$ cat config.mk
export PLATFORM = sky130hd
export DESIGN_NAME = pwm_peripheral
export DESIGN_NICKNAME = d
export VERILOG_FILES = /design/src/rtl/pwm_pkg.sv /design/src/rtl/pwm_generator.sv /design/src/rtl/pwm_peripheral.sv
export SDC_FILE = /design/constraint.sdc
export NUM_CORES = 1
export LEC_CHECK = 0
export ABC_AREA = 1
export BUFFER_PORTS_ARGS = -buffer_cell sky130_fd_sc_hd__buf_2
export CAP_MARGIN = 15
export CORE_MARGIN = 5
export CORE_UTILIZATION = 50
export DETAILED_ROUTE_END_ITERATION = 10
export PLACE_DENSITY = 0.84
export SYNTH_ARGS = -nofsm -noshare
export SYNTH_HDL_FRONTEND = slang
export SYNTH_SLANG_ARGS = --single-unit
$ cat constraint.sdc
create_clock -name clk -period 1.99 [get_ports clk]
set_input_delay 0.199 -clock clk [delete_from_list [all_inputs] [get_ports clk]]
set_output_delay 0.199 -clock clk [all_outputs]
set_load 0.01 [all_outputs]
$ cat src/rtl/pwm_pkg.sv
// pwm_pkg: shared widths, source-select encodings and the duty compare helper
// used by the PWM peripheral and its generator sub-module.
package pwm_pkg;

  localparam int NUM_OUT = 8;  // output pins, fixed by the register map
  localparam int DUTY_W  = 8;  // duty and period counter width
  localparam int DIV_W   = 4;  // prescaler divider width per generator
  localparam int SRC_W   = 2;  // per-pin source select width
  localparam int NUM_SRC = 4;  // 2 generators x 2 channels

  typedef enum logic [SRC_W-1:0] {
    SRC_G0C0 = 2'd0,
    SRC_G0C1 = 2'd1,
    SRC_G1C0 = 2'd2,
    SRC_G1C1 = 2'd3
  } src_sel_e;

  // A duty of all-ones means "never low", not "low for one tick".
  localparam logic [DUTY_W-1:0] DUTY_ALWAYS_ON = 8'hFF;

  function automatic logic duty_compare(input logic [DUTY_W-1:0] cnt,
                                        input logic [DUTY_W-1:0] shadow);
    return (shadow == DUTY_ALWAYS_ON) ? 1'b1 : (cnt < shadow);
  endfunction

endpackage

$ cat src/rtl/pwm_generator.sv
// pwm_generator: one prescaler, one 8-bit period counter and two duty
// channels with period-aligned duty shadows.
//
// Ports:
//   clk, rst_n      clock, asynchronous active-low reset
//   div   [3:0]     prescaler divider N; tick period is N+1 clocks
//   duty0 [7:0]     channel 0 duty request (sampled only at the wrap)
//   duty1 [7:0]     channel 1 duty request (sampled only at the wrap)
//   raw   [1:0]     unregistered compare result per channel
module pwm_generator
  import pwm_pkg::*;
(
  input  logic              clk,
  input  logic              rst_n,
  input  logic [DIV_W-1:0]  div,
  input  logic [DUTY_W-1:0] duty0,
  input  logic [DUTY_W-1:0] duty1,
  output logic [1:0]        raw
);

  localparam logic [DUTY_W-1:0] CNT_MAX = '1;

  logic [DIV_W-1:0]  pc;
  logic [DUTY_W-1:0] cnt;
  logic [DUTY_W-1:0] shadow0;
  logic [DUTY_W-1:0] shadow1;
  logic              tick;
  logic              wrap;

  // >= rather than == so that lowering the divider mid-count ticks on the
  // next clock instead of running the 4-bit counter all the way round.
  assign tick = (pc >= div);
  assign wrap = tick && (cnt == CNT_MAX);

  always_ff @(posedge clk or negedge rst_n) begin
    if (!rst_n) begin
      pc      <= '0;
      cnt     <= '0;
      shadow0 <= '0;
      shadow1 <= '0;
    end else begin
      if (tick) begin
        pc  <= '0;
        cnt <= cnt + 1'b1;
      end else begin
        pc <= pc + 1'b1;
      end
      // Shadows load together with the 255->0 step, so the new duty is
      // in place for cnt==0 and a running pulse is never cut or stretched.
      if (wrap) begin
        shadow0 <= duty0;
        shadow1 <= duty1;
      end
    end
  end

  assign raw[0] = duty_compare(cnt, shadow0);
  assign raw[1] = duty_compare(cnt, shadow1);

endmodule

$ cat src/rtl/pwm_peripheral.sv
// pwm_peripheral: turns the SPI register file's configuration registers into
// eight registered, glitch-free output pins driven from four PWM sources.
//
// Ports:
//   clk, rst_n          clock, asynchronous active-low reset
//   en_out      [7:0]   pin enable; 0 forces the pin low
//   en_pwm_out  [7:0]   pin PWM mode; 0 forces an enabled pin high
//   out_3_0_sel [7:0]   source select for pins 3..0, 2 bits per pin
//   out_7_4_sel [7:0]   source select for pins 7..4, 2 bits per pin
//   g0c0_duty .. g1c1_duty [7:0]  duty per generator/channel
//   freq_div    [7:0]   [3:0] gen0 divider, [7:4] gen1 divider
//   pwm_out     [7:0]   output pins, registered
module pwm_peripheral
  import pwm_pkg::*;
(
  input  logic                clk,
  input  logic                rst_n,
  input  logic [NUM_OUT-1:0]  en_out,
  input  logic [NUM_OUT-1:0]  en_pwm_out,
  input  logic [7:0]          out_3_0_sel,
  input  logic [7:0]          out_7_4_sel,
  input  logic [DUTY_W-1:0]   g0c0_duty,
  input  logic [DUTY_W-1:0]   g0c1_duty,
  input  logic [DUTY_W-1:0]   g1c0_duty,
  input  logic [DUTY_W-1:0]   g1c1_duty,
  input  logic [7:0]          freq_div,
  output logic [NUM_OUT-1:0]  pwm_out
);

  logic [1:0]               g0_raw;
  logic [1:0]               g1_raw;
  logic [NUM_SRC-1:0]       src_raw;
  logic [SRC_W*NUM_OUT-1:0] sel_all;
  logic [NUM_OUT-1:0]       pin_next;

  pwm_generator u_gen0 (
    .clk   (clk),
    .rst_n (rst_n),
    .div   (freq_div[DIV_W-1:0]),
    .duty0 (g0c0_duty),
    .duty1 (g0c1_duty),
    .raw   (g0_raw)
  );

  pwm_generator u_gen1 (
    .clk   (clk),
    .rst_n (rst_n),
    .div   (freq_div[2*DIV_W-1:DIV_W]),
    .duty0 (g1c0_duty),
    .duty1 (g1c1_duty),
    .raw   (g1_raw)
  );

  // Bit position in src_raw equals the src_sel_e encoding.
  assign src_raw = {g1_raw[1], g1_raw[0], g0_raw[1], g0_raw[0]};
  assign sel_all = {out_7_4_sel, out_3_0_sel};

  always_comb begin
    pin_next = '0;
    for (int i = 0; i < NUM_OUT; i++) begin
      if (en_out[i]) begin
        pin_next[i] = en_pwm_out[i] ? src_raw[sel_all[SRC_W*i +: SRC_W]] : 1'b1;
      end
    end
  end

  // The only path to the pins is this flop, so the combinational muxing
  // above can never glitch an output.
  always_ff @(posedge clk or negedge rst_n) begin
    if (!rst_n) begin
      pwm_out <= '0;
    end else begin
      pwm_out <= pin_next;
    end
  end

endmodule
* After elaboration in Yosys (flattened, before gate mapping)
Index checks and enable logic that the tools add are counted.
Storage, ports and cells: bits in registers 64, bits of input ports 74, output and inout bits 8, word-level logic and storage cells 73
Operators by class: add/subtract/negate cells 4, $lt $le $gt $ge 14, equal/unequal tests 6, muxes and demuxes 38, reductions and logical operators 2
Operators by type and width (count):
- $eq A8 B8 Y1 const B | 6
- $lt A8 B8 Y1 | 4
- $mux W1 | 28
- $lt A2 B3 Y1 const B | 8
- $add A8 B1 Y8 const B | 2
- $bmux W1 S2 | 8
- $add A4 B1 Y4 const B | 2
- $ge A4 B4 Y1 | 2
- $mux W4 | 2
- $logic_and A1 B1 Y1 | 2

* Depth between registers and ports, before layout
Gate-level depths: netlist (run 1).
word-level depth 6, depth in mapped cells 13, depth with buffers taken out 13

* Cells and area by module
Synthesis (run 1) repeated with hierarchy kept, for this count alone.
Unflattened totals: cell total of the unflattened synthesis 556, area, all modules 4196.5 um2
Modules (own cells, without submodules):
- pwm_generator | times used 2, cells an instance 232, area an instance 1815.5 um2, seq. area each 700.7 um2
- pwm_peripheral | times used 1, cells an instance 92, area an instance 565.5 um2, seq. area each 200.2 um2

* Worst setup path after synthesis (run 1)
Ideal clock, no wire load.
kind reg-to-reg, start point reg u_gen1.pc[1], end point reg u_gen1.shadow0[2], library setup time 0.117 ns, arrival time 1.512 ns, required time 1.873 ns, setup slack 0.361 ns, stages on the path, launching flop included 12, path buffers 1, period minus slack after synthesis 1.629 ns, cells stage by stage dfrtp_1 -> ha_1 -> inv_1 -> nor2_2 -> o211ai_2 -> nand3_2 -> nand3_2 -> nor2_4 -> nand3_4 -> buf_6 -> nand2_1 -> o21ai_2
On the way: word-level cells in the longest chain between the ends 2
RTL lines:
- from (decl) | RTL line pwm_generator.sv:23 | logic [DIV_W-1:0] pc;
- from (signal assigned) | RTL line pwm_generator.sv:46 | pc <= pc + 1'b1;
- $ge A4 B4 Y1 | RTL line pwm_generator.sv:32 | assign tick = (pc >= div);
- $logic_and A1 B1 Y1 | RTL line pwm_generator.sv:33 | assign wrap = tick && (cnt == CNT_MAX);
- to (signal assigned) | RTL line pwm_generator.sv:51 | shadow0 <= duty0;
- to (decl) | RTL line pwm_generator.sv:25 | logic [DUTY_W-1:0] shadow0;
Every way passes these cells. A chain may end at the register's enable or synchronous reset.

* Worst setup path in the final report (run 1)
start point reg u_gen0.pc[1], end point reg u_gen0.shadow0[5]
On the way: word-level cells in the longest chain between the ends 2
RTL lines (RTL line):
- from (decl) | pwm_generator.sv:23
- from (signal assigned) | pwm_generator.sv:46
- $ge A4 B4 Y1 | pwm_generator.sv:32
- $logic_and A1 B1 Y1 | pwm_generator.sv:33
- to (signal assigned) | pwm_generator.sv:51
- to (decl) | pwm_generator.sv:25
Every way passes these cells.

==> insert_results.sql, run 1 <==
INSERT INTO impl_metrics (metric_group, metric, value, unit) VALUES
('cells_and_area', 'multi_input_area', '2034', 'um2'),
('hold_path', 'timing.hold.worst.class', 'in -> reg', ''),
('logic_synthesis', 'post_synth_num_cell_types', '28', ''),
('cells_and_area', 'antennaDiodeCount', '0', ''),
('grt', 'grtUsageTotal', '0.1892', ''),
('placed_design', 'place_area', '4559', 'um2'),
('route', 'post_drt_via_cell_ratio', '5.043', ''),
('grt', 'vias_in_the_first_global_route', '3406', ''),
('timing', 'final.period_utilization', '0.9485', ''),
('logic_synthesis', 'most_common_flop_cell_mapped_by_yosys', 'sky130_fd_sc_hd__dfrtp_1', ''),
('critical_path', 'cell_chain_of_the_critical_path', 'ha_1, inv_1, nor2_2, o211ai_1, nand3_2, nand2_2, nor2_4, nand3_4, o21a_1', ''),
('route', 'drt_pre_antenna_iters', '4', ''),
('logic_synthesis', 'yosys_register_bits', '64', ''),
('grt', 'grt_pass1_wl', '15.21', 'mm'),
('critical_path', 'worst-endpoint-required', '2.22', 'ns'),
('critical_path', 'worstSetupStartpointType', 'flop', ''),
('critical_path', 'endpoint_kind', 'flop', ''),
('clock_tree', 'cts.repair_timing.setup_buffer_count', '0', ''),
('floorplan', 'top_level_ports', '82', ''),
('timing', 'worst_setup_slack_after_layout', '0.1025', 'ns'),
('clock_tree', 'clock_insertion_delay_worst_skew', '0.35', 'ns'),
('critical_path', 'cpPeakStageDelay', '0.40', 'ns'),
('cells_and_area', 'filler_cell_count', '674', ''),
('route', 'detail_route.wirelength', '9.240', 'mm'),
('cells_and_area', 'area_added_between_synthesis_and_finish', '19.40', '%'),
('placed_design', 'placed_cells', '660', ''),
('clock_tree', 'cts-buffers-inserted', '9', ''),
('power_and_ir_drop', 'power.ir.vdd_worst', '393.0', 'uV'),
('cells_and_area', 'drive_above_1_share', '0.2500', ''),
('critical_path', 'critPathArrivalTime', '2.11', 'ns'),
('status', 'outcome', 'finished clean', ''),
('timing', 'maxSlewHeadroom', '0.6960', ''),
('floorplan', 'die_y', '100.2', 'um'),
('placed_design', 'post-dp-hpwl', '6.978', 'mm'),
('critical_path', 'critPathMaxFanout', '16', ''),
('route', 'dr.first_iter.drc_count', '130', ''),
('logic_synthesis', 'synth_top_cells_by_area', 'sky130_fd_sc_hd__dfrtp_1, sky130_fd_sc_hd__ha_1, sky130_fd_sc_hd__inv_1', ''),
('cells_and_area', 'fin_util', '0.6215', ''),
('floorplan', 'die-area', '10030', 'um2'),
('logic_synthesis', 'synth.cells.most_frequent', 'sky130_fd_sc_hd__inv_1, sky130_fd_sc_hd__nand2_1, sky130_fd_sc_hd__dfrtp_1, sky130_fd_sc_hd__nand3_1, sky130_fd_sc_hd__ha_1', ''),
('clock_tree', 'clock_path_buffers', '2', ''),
('logic_synthesis', 'synthesis.area', '4064', 'um2'),
('route', 'drcViolationCount', '0', ''),
('placed_design', 'buffer_ports.inserted', '81', ''),
('logic_synthesis', 'number_of_synthesized_flops_with_an_enable_pin', '0', ''),
('placed_design', 'dp_slack', '0.1603', 'ns'),
('timing', 'report.final.setup_viol', '0', ''),
('timing', 'finalClockSkew', '0.01494', 'ns'),
('logic_synthesis', 'post_synthesis_cell_count', '481', ''),
('placed_design', 'place.gp.congestion', '0.8334', ''),
('grt', 'overflow', '0', ''),
('floorplan', 'num_rows', '32', ''),
('critical_path', 'worst_setup_path_class', 'reg -> reg', ''),
('logic_synthesis', 'postSynth.asyncResetShare', '1.000', ''),
('clock_tree', 'clock_sink_count', '64', ''),
('grt', 'antenna_violations_before_repair', '0', ''),
('timing', 'fin_crit', '1.888', 'ns'),
('floorplan', 'placeableCoreArea', '7807', 'um2'),
('cells_and_area', 'finish.cell_count_without_fillers', '678', ''),
('logic_synthesis', 'yosysWarnings', '0', ''),
('timing', 'slew_violations', '0', ''),
('route', 'wire_per_inst', '13.63', 'um'),
('floorplan', 'die_w', '100.2', 'um'),
('logic_synthesis', 'synth_nets', '595', ''),
('critical_path', 'critical_path.slowest_cell', 'sky130_fd_sc_hd__dfrtp_1', ''),
('logic_synthesis', 'netlist.top_cell.by_area', 'sky130_fd_sc_hd__dfrtp_1', ''),
('flow_run', 'drv_cap', '0', ''),
('cells_and_area', 'final-seq-area', '1602', 'um2'),
('floorplan', 'initial_utilization', '0.5205', ''),
('logic_synthesis', 'synth_sequential_area_ratio', '0.3941', ''),
('power_and_ir_drop', 'power_density', '1037', 'nW/um2');
[power by group]
group | internal [mW] | total (mW) | switching [mW] | leakage (nW)
logic | 0.742 | 1.79 | 1.05 | 1.78
registers | 1.53 | 1.84 | 0.303 | 0.775
clock network | 0.898 | 1.40 | 0.505 | 0.126
total | 3.17 | 5.03 | 1.86 | 2.68
[state kept, by name, summed over array words and instances, names as in the netlist]
register,cells
u_gen1.shadow1,8
u_gen0.cnt,8
u_gen1.pc,4
u_gen0.shadow0,8
u_gen0.shadow1,8
u_gen1.shadow0,8
u_gen0.pc,4
pwm_out,8
u_gen1.cnt,8
[per-layer routing]
metal | vias up | GRT usage | part of all wire
met5 | - | 0 | 0
met4 | 0 | 0.06632 | 0.014
met3 | 12 | 0.04031 | 0.067
met2 | 99 | 0.3002 | 0.45
met1 | 1593 | 0.2563 | 0.47
li1 | 1715 | - | -
[cells in the final DEF, fill, tap and decap left out, types with 7 or more instances in the layout]
cell type	Yosys	final
sky130_fd_sc_hd__nand3b_1	8	8
sky130_fd_sc_hd__o21ai_2	16	16
sky130_fd_sc_hd__buf_2	0	81
sky130_fd_sc_hd__nor3_1	10	10
sky130_fd_sc_hd__inv_1	95	95
sky130_fd_sc_hd__clkbuf_8	1	11
sky130_fd_sc_hd__nand3_1	53	53
sky130_fd_sc_hd__dfrtp_1	64	64
sky130_fd_sc_hd__nand2_2	9	12
sky130_fd_sc_hd__a21oi_1	11	11
sky130_fd_sc_hd__nand4_1	7	7
sky130_fd_sc_hd__ha_1	40	40
sky130_fd_sc_hd__nand2_1	90	87
sky130_fd_sc_hd__xor2_1	11	11
sky130_fd_sc_hd__o21a_1	14	14
sky130_fd_sc_hd__nor2_1	20	20
[worst paths after layout]
check | start | to | slack [ns] | cells past startpoint
max in group asynchronous | rst_n | u_gen0.pc[0] | 1.32 | 3
max reg2reg | u_gen0.pc[1] | u_gen0.shadow0[5] | 0.10 | 9
max | u_gen0.pc[1] | u_gen0.shadow0[5] | 0.10 | 9
min in group asynchronous | rst_n | u_gen0.shadow1[1] | 0.41 | 3
min reg2reg | u_gen1.shadow0[6] | u_gen1.shadow0[6] | 0.50 | 2
min | en_out[3] | pwm_out[3] | 0.05 | 3
[through the flow]
stage / hold WS, ns / total power, mW
after global routing: 0.04192 / 5.419
final: 0.04640 / 5.032
after floorplan: -0.09659 / 3.086
after detailed placement: 0.2477 / 3.587
after global placement: 0.2384 / 3.450
after CTS: 0.02924 / 5.025
[worst max-delay path: cells and delay by family, from the launching register on]
family	cells	cell delay, ns
compound gates	2	0.36
fa+ha+maj	1	0.30
buf+inv	1	0.05
flops	1	0.40
simple gates	5	0.65
[timing repair]
item	CTS	global route
hold endpoints to repair	64	0
gates resized for setup	0	5
hold buffers	1	0
endpoints found under the setup margin	0	20
[cell families (layout without fill, tap and decap cells)]
kind of cell | Yosys count | after routing | synth area share
and+or+nand+nor | 209 | 210 | 0.2509
buffers and inverters | 104 | 198 | 0.1115
DFF | 64 | 64 | 0.3941
AOI/OAI and AO/OA | 47 | 47 | 0.08374
adders and majority gates | 40 | 40 | 0.1232
xor gates and xnor gates | 17 | 17 | 0.03664
[cell type report]
cell class | count | area share
multi-input combinational | 314 | 0.4193
timing repair buffer | 86 | 0.09773
clock inverter | 5 | 0.02114
inverter | 96 | 0.07427
sequential | 64 | 0.3301
tap | 102 | 0.02630
clock buffer | 11 | 0.03120
Note: power is estimated with default switching activity, not from simulation.
==> inputs of run 2 (changes only) <==
- RECOVER_POWER: unset -> 50
==> run 2 against run 1 <==
Utilization fell by 0.22 points. Largest power group unchanged. First-iteration DRC count rose by 11%. Wire length rose by 0.15%. Power barely moved. Sequential cell count did not move. Global-route usage did not move. Critical path type unchanged. Final cell count did not move. Hold slack barely moved.
==> insert_results.sql, run 2 (same netlist as run 1, synthesis figures left out) <==
INSERT INTO impl_metrics (metric_group, metric, value, unit) VALUES
('cells_and_area', 'antennaDiodeCount', '0', ''),
('critical_path', 'cpPeakStageDelay', '0.40', 'ns'),
('placed_design', 'dp_slack', '0.1603', 'ns'),
('floorplan', 'initial_utilization', '0.5205', ''),
('critical_path', 'worst_reg2reg_path_endpoint', 'u_gen0.shadow0[5]', ''),
('placed_design', 'place_area', '4559', 'um2'),
('hold_path', 'timing.hold.worst_endpoint', 'pwm_out[3]', ''),
('status', 'outcome', 'finished clean', ''),
('critical_path', 'rr_worst_depth', '9', ''),
('route', 'dr.first_iter.drc_count', '144', ''),
('cells_and_area', 'finish.cell_count_without_fillers', '678', ''),
('clock_tree', 'clock_sink_count', '64', ''),
('timing', 'maxSlewHeadroom', '0.4180', ''),
('route', 'detail_route.wirelength', '9.254', 'mm'),
('power_and_ir_drop', 'static-leakage-power', '2.659', 'nW'),
('hold_path', 'timing.hold.worst.class', 'in -> reg', ''),
('critical_path', 'critical_path.slowest_cell', 'sky130_fd_sc_hd__dfrtp_1', ''),
('timing', 'report.final.setup_viol', '0', ''),
('hold_path', 'hold_start', 'en_out[3]', ''),
('floorplan', 'die_w', '100.2', 'um'),
('flow_run', 'drv_cap', '0', ''),
('critical_path', 'critPathMaxFanout', '16', ''),
('floorplan', 'placeableCoreArea', '7807', 'um2'),
('floorplan', 'top_level_ports', '82', ''),
('critical_path', 'critPathArrivalTime', '2.14', 'ns'),
('placed_design', 'post-dp-hpwl', '6.978', 'mm'),
('route', 'ant_nets', '0', ''),
('critical_path', 'r2r-start', 'u_gen0.pc[1]', ''),
('route', 'post_drt_via_cell_ratio', '5.060', ''),
('critical_path', 'endpoint_kind', 'flop', ''),
('placed_design', 'placed_cells', '660', ''),
('route', 'num_vias', '3431', ''),
('grt', 'overflow', '0', ''),
('floorplan', 'die-area', '10030', 'um2'),
('cells_and_area', 'area_added_between_synthesis_and_finish', '18.97', '%'),
('grt', 'vias_in_the_first_global_route', '3406', ''),
('route', 'wire_per_inst', '13.65', 'um'),
('timing', 'worst_slew_pin_slew', '0.8730', 'ns'),
('clock_tree', 'cts-buffers-inserted', '9', ''),
('cells_and_area', 'layout_common_cells', 'sky130_fd_sc_hd__inv_1, sky130_fd_sc_hd__nand2_1, sky130_fd_sc_hd__buf_2', ''),
('timing', 'timing.fmax', '523.6', 'MHz'),
('critical_path', 'cell_chain_of_the_critical_path', 'ha_1, inv_1, nor2_2, o211ai_1, nand3_2, nand2_2, nor2_4, nand3_4, o21a_1', ''),
('clock_tree', 'cts.reportedPaths.clkPinSlew', '0.08', 'ns'),
('cells_and_area', 'layout_commonest_cell', 'sky130_fd_sc_hd__inv_1', ''),
('critical_path', 'worst_setup_startpoint', 'u_gen0.pc[1]', ''),
('grt', 'grt_pass1_wl', '15.21', 'mm'),
('grt', 'grt_start_max_net_pins', '65', ''),
('clock_tree', 'htree_levels', '3', ''),
('placed_design', 'buffer_ports.inserted', '81', ''),
('grt', 'antenna_violations_before_repair', '0', ''),
('hold_path', 'holdPathStages', '3', ''),
('floorplan', 'num_rows', '32', ''),
('timing', 'hold_viol_final', '0', ''),
('clock_tree', 'clock_path_buffers', '2', ''),
('critical_path', 'worstSetupStartpointType', 'flop', ''),
('critical_path', 'ff2ff_setup_slack', '0.08', 'ns'),
('grt', 'grtUsageTotal', '0.1892', ''),
('power_and_ir_drop', 'power.ir.vdd_worst', '392.3', 'uV'),
('timing', 'fin_crit', '1.910', 'ns'),
('power_and_ir_drop', 'power_density', '1040', 'nW/um2'),
('cells_and_area', 'drive_above_1_share', '0.2431', ''),
('placed_design', 'place.gp.congestion', '0.8334', ''),
('timing', 'slew_violations', '0', ''),
('route', 'drcViolationCount', '0', ''),
('timing', 'final.period_utilization', '0.9597', ''),
('timing', 'finalClockSkew', '0.01509', 'ns'),
('cells_and_area', 'design_area', '4835', 'um2'),
('critical_path', 'worst-endpoint-required', '2.22', 'ns'),
('clock_tree', 'cts_tree', 'done', ''),
('clock_tree', 'clock_insertion_delay_worst_skew', '0.35', 'ns'),
('clock_tree', 'cts_root_buffer', 'sky130_fd_sc_hd__clkbuf_8', ''),
('cells_and_area', 'finalNetCount', '685', ''),
('route', 'drt_pre_antenna_iters', '4', ''),
('floorplan', 'die_y', '100.2', 'um'),
('timing', 'worst_setup_slack_after_layout', '0.08015', 'ns'),
('critical_path', 'worst_setup_path_class', 'reg -> reg', ''),
('timing', 'hold_ws', '0.04634', 'ns');
run 2: cell count changes in the layout (fill, tap and decap cells not counted):
cell                       previous run  this run
sky130_fd_sc_hd__clkbuf_4             0         1
sky130_fd_sc_hd__buf_12               2         1
sky130_fd_sc_hd__buf_2               81        77
sky130_fd_sc_hd__clkbuf_1             0         4
run 2: worst max-delay path by stage:
stage          slack [ns]  depth (start not counted)                end
2_1_floorplan        0.36                         11  u_gen1.shadow0[2]
3_3_place_gp         0.21                          9  u_gen0.shadow0[3]
3_5_place_dp         0.16                          9  u_gen0.shadow1[7]
5_1_grt            -0.006                          9  u_gen0.shadow0[5]
4_1_cts              0.08                          9  u_gen0.shadow0[5]
6_report             0.08                          9  u_gen0.shadow0[5]
run 2: worst max-delay path, delay by kind of cell, from the launching register on:
family	cells	cell delay [ns]
compound gates	2	0.37
flops	1	0.40
buf+inv	1	0.05
fa+ha+maj	1	0.30
simple gates	5	0.66
run 2: layout make-up:
class / instances / area [um2]
clock buffer: 11 / 151.4
tap: 102 / 127.6
inverter: 96 / 360.3
fill: 674 / 2973
timing repair buffer: 86 / 456.7
clock inverter: 5 / 102.6
multi-input combinational: 314 / 2034
sequential: 64 / 1602
run 2: power by group:
part	total, mW	switching, mW	internal, mW
combinational	1.79	1.05	0.736
sequential	1.84	0.302	1.53
clock	1.40	0.503	0.898
run 2: per-layer routing:
layer | GRT usage | wire length, um | up-vias
met4 | 0.06632 | 89 | 0
met3 | 0.04031 | 660 | 9
li1 | - | - | 1715
met5 | 0 | 0 | -
met2 | 0.3002 | 4211 | 96
met1 | 0.2563 | 4293 | 1611
run 2: through the flow:
stage	total power, mW	TNS, ns	utilization
after floorplan	3.086	0	-
after CTS	5.025	0	0.6178
after global placement	3.450	0	0.5840
after global routing	5.414	-0.01024	0.6192
final	5.027	0	0.6192
after detailed placement	3.587	0	0.5840
run 2: timing repair:
| item | CTS | global route |
|---|---|---|
| hold endpoints to repair | 64 | 0 |
| resized for setup | 0 | 5 |
| endpoints found under the setup margin | 0 | 20 |
| hold buffers | 1 | 0 |
| buffers inserted | 0 | 0 |
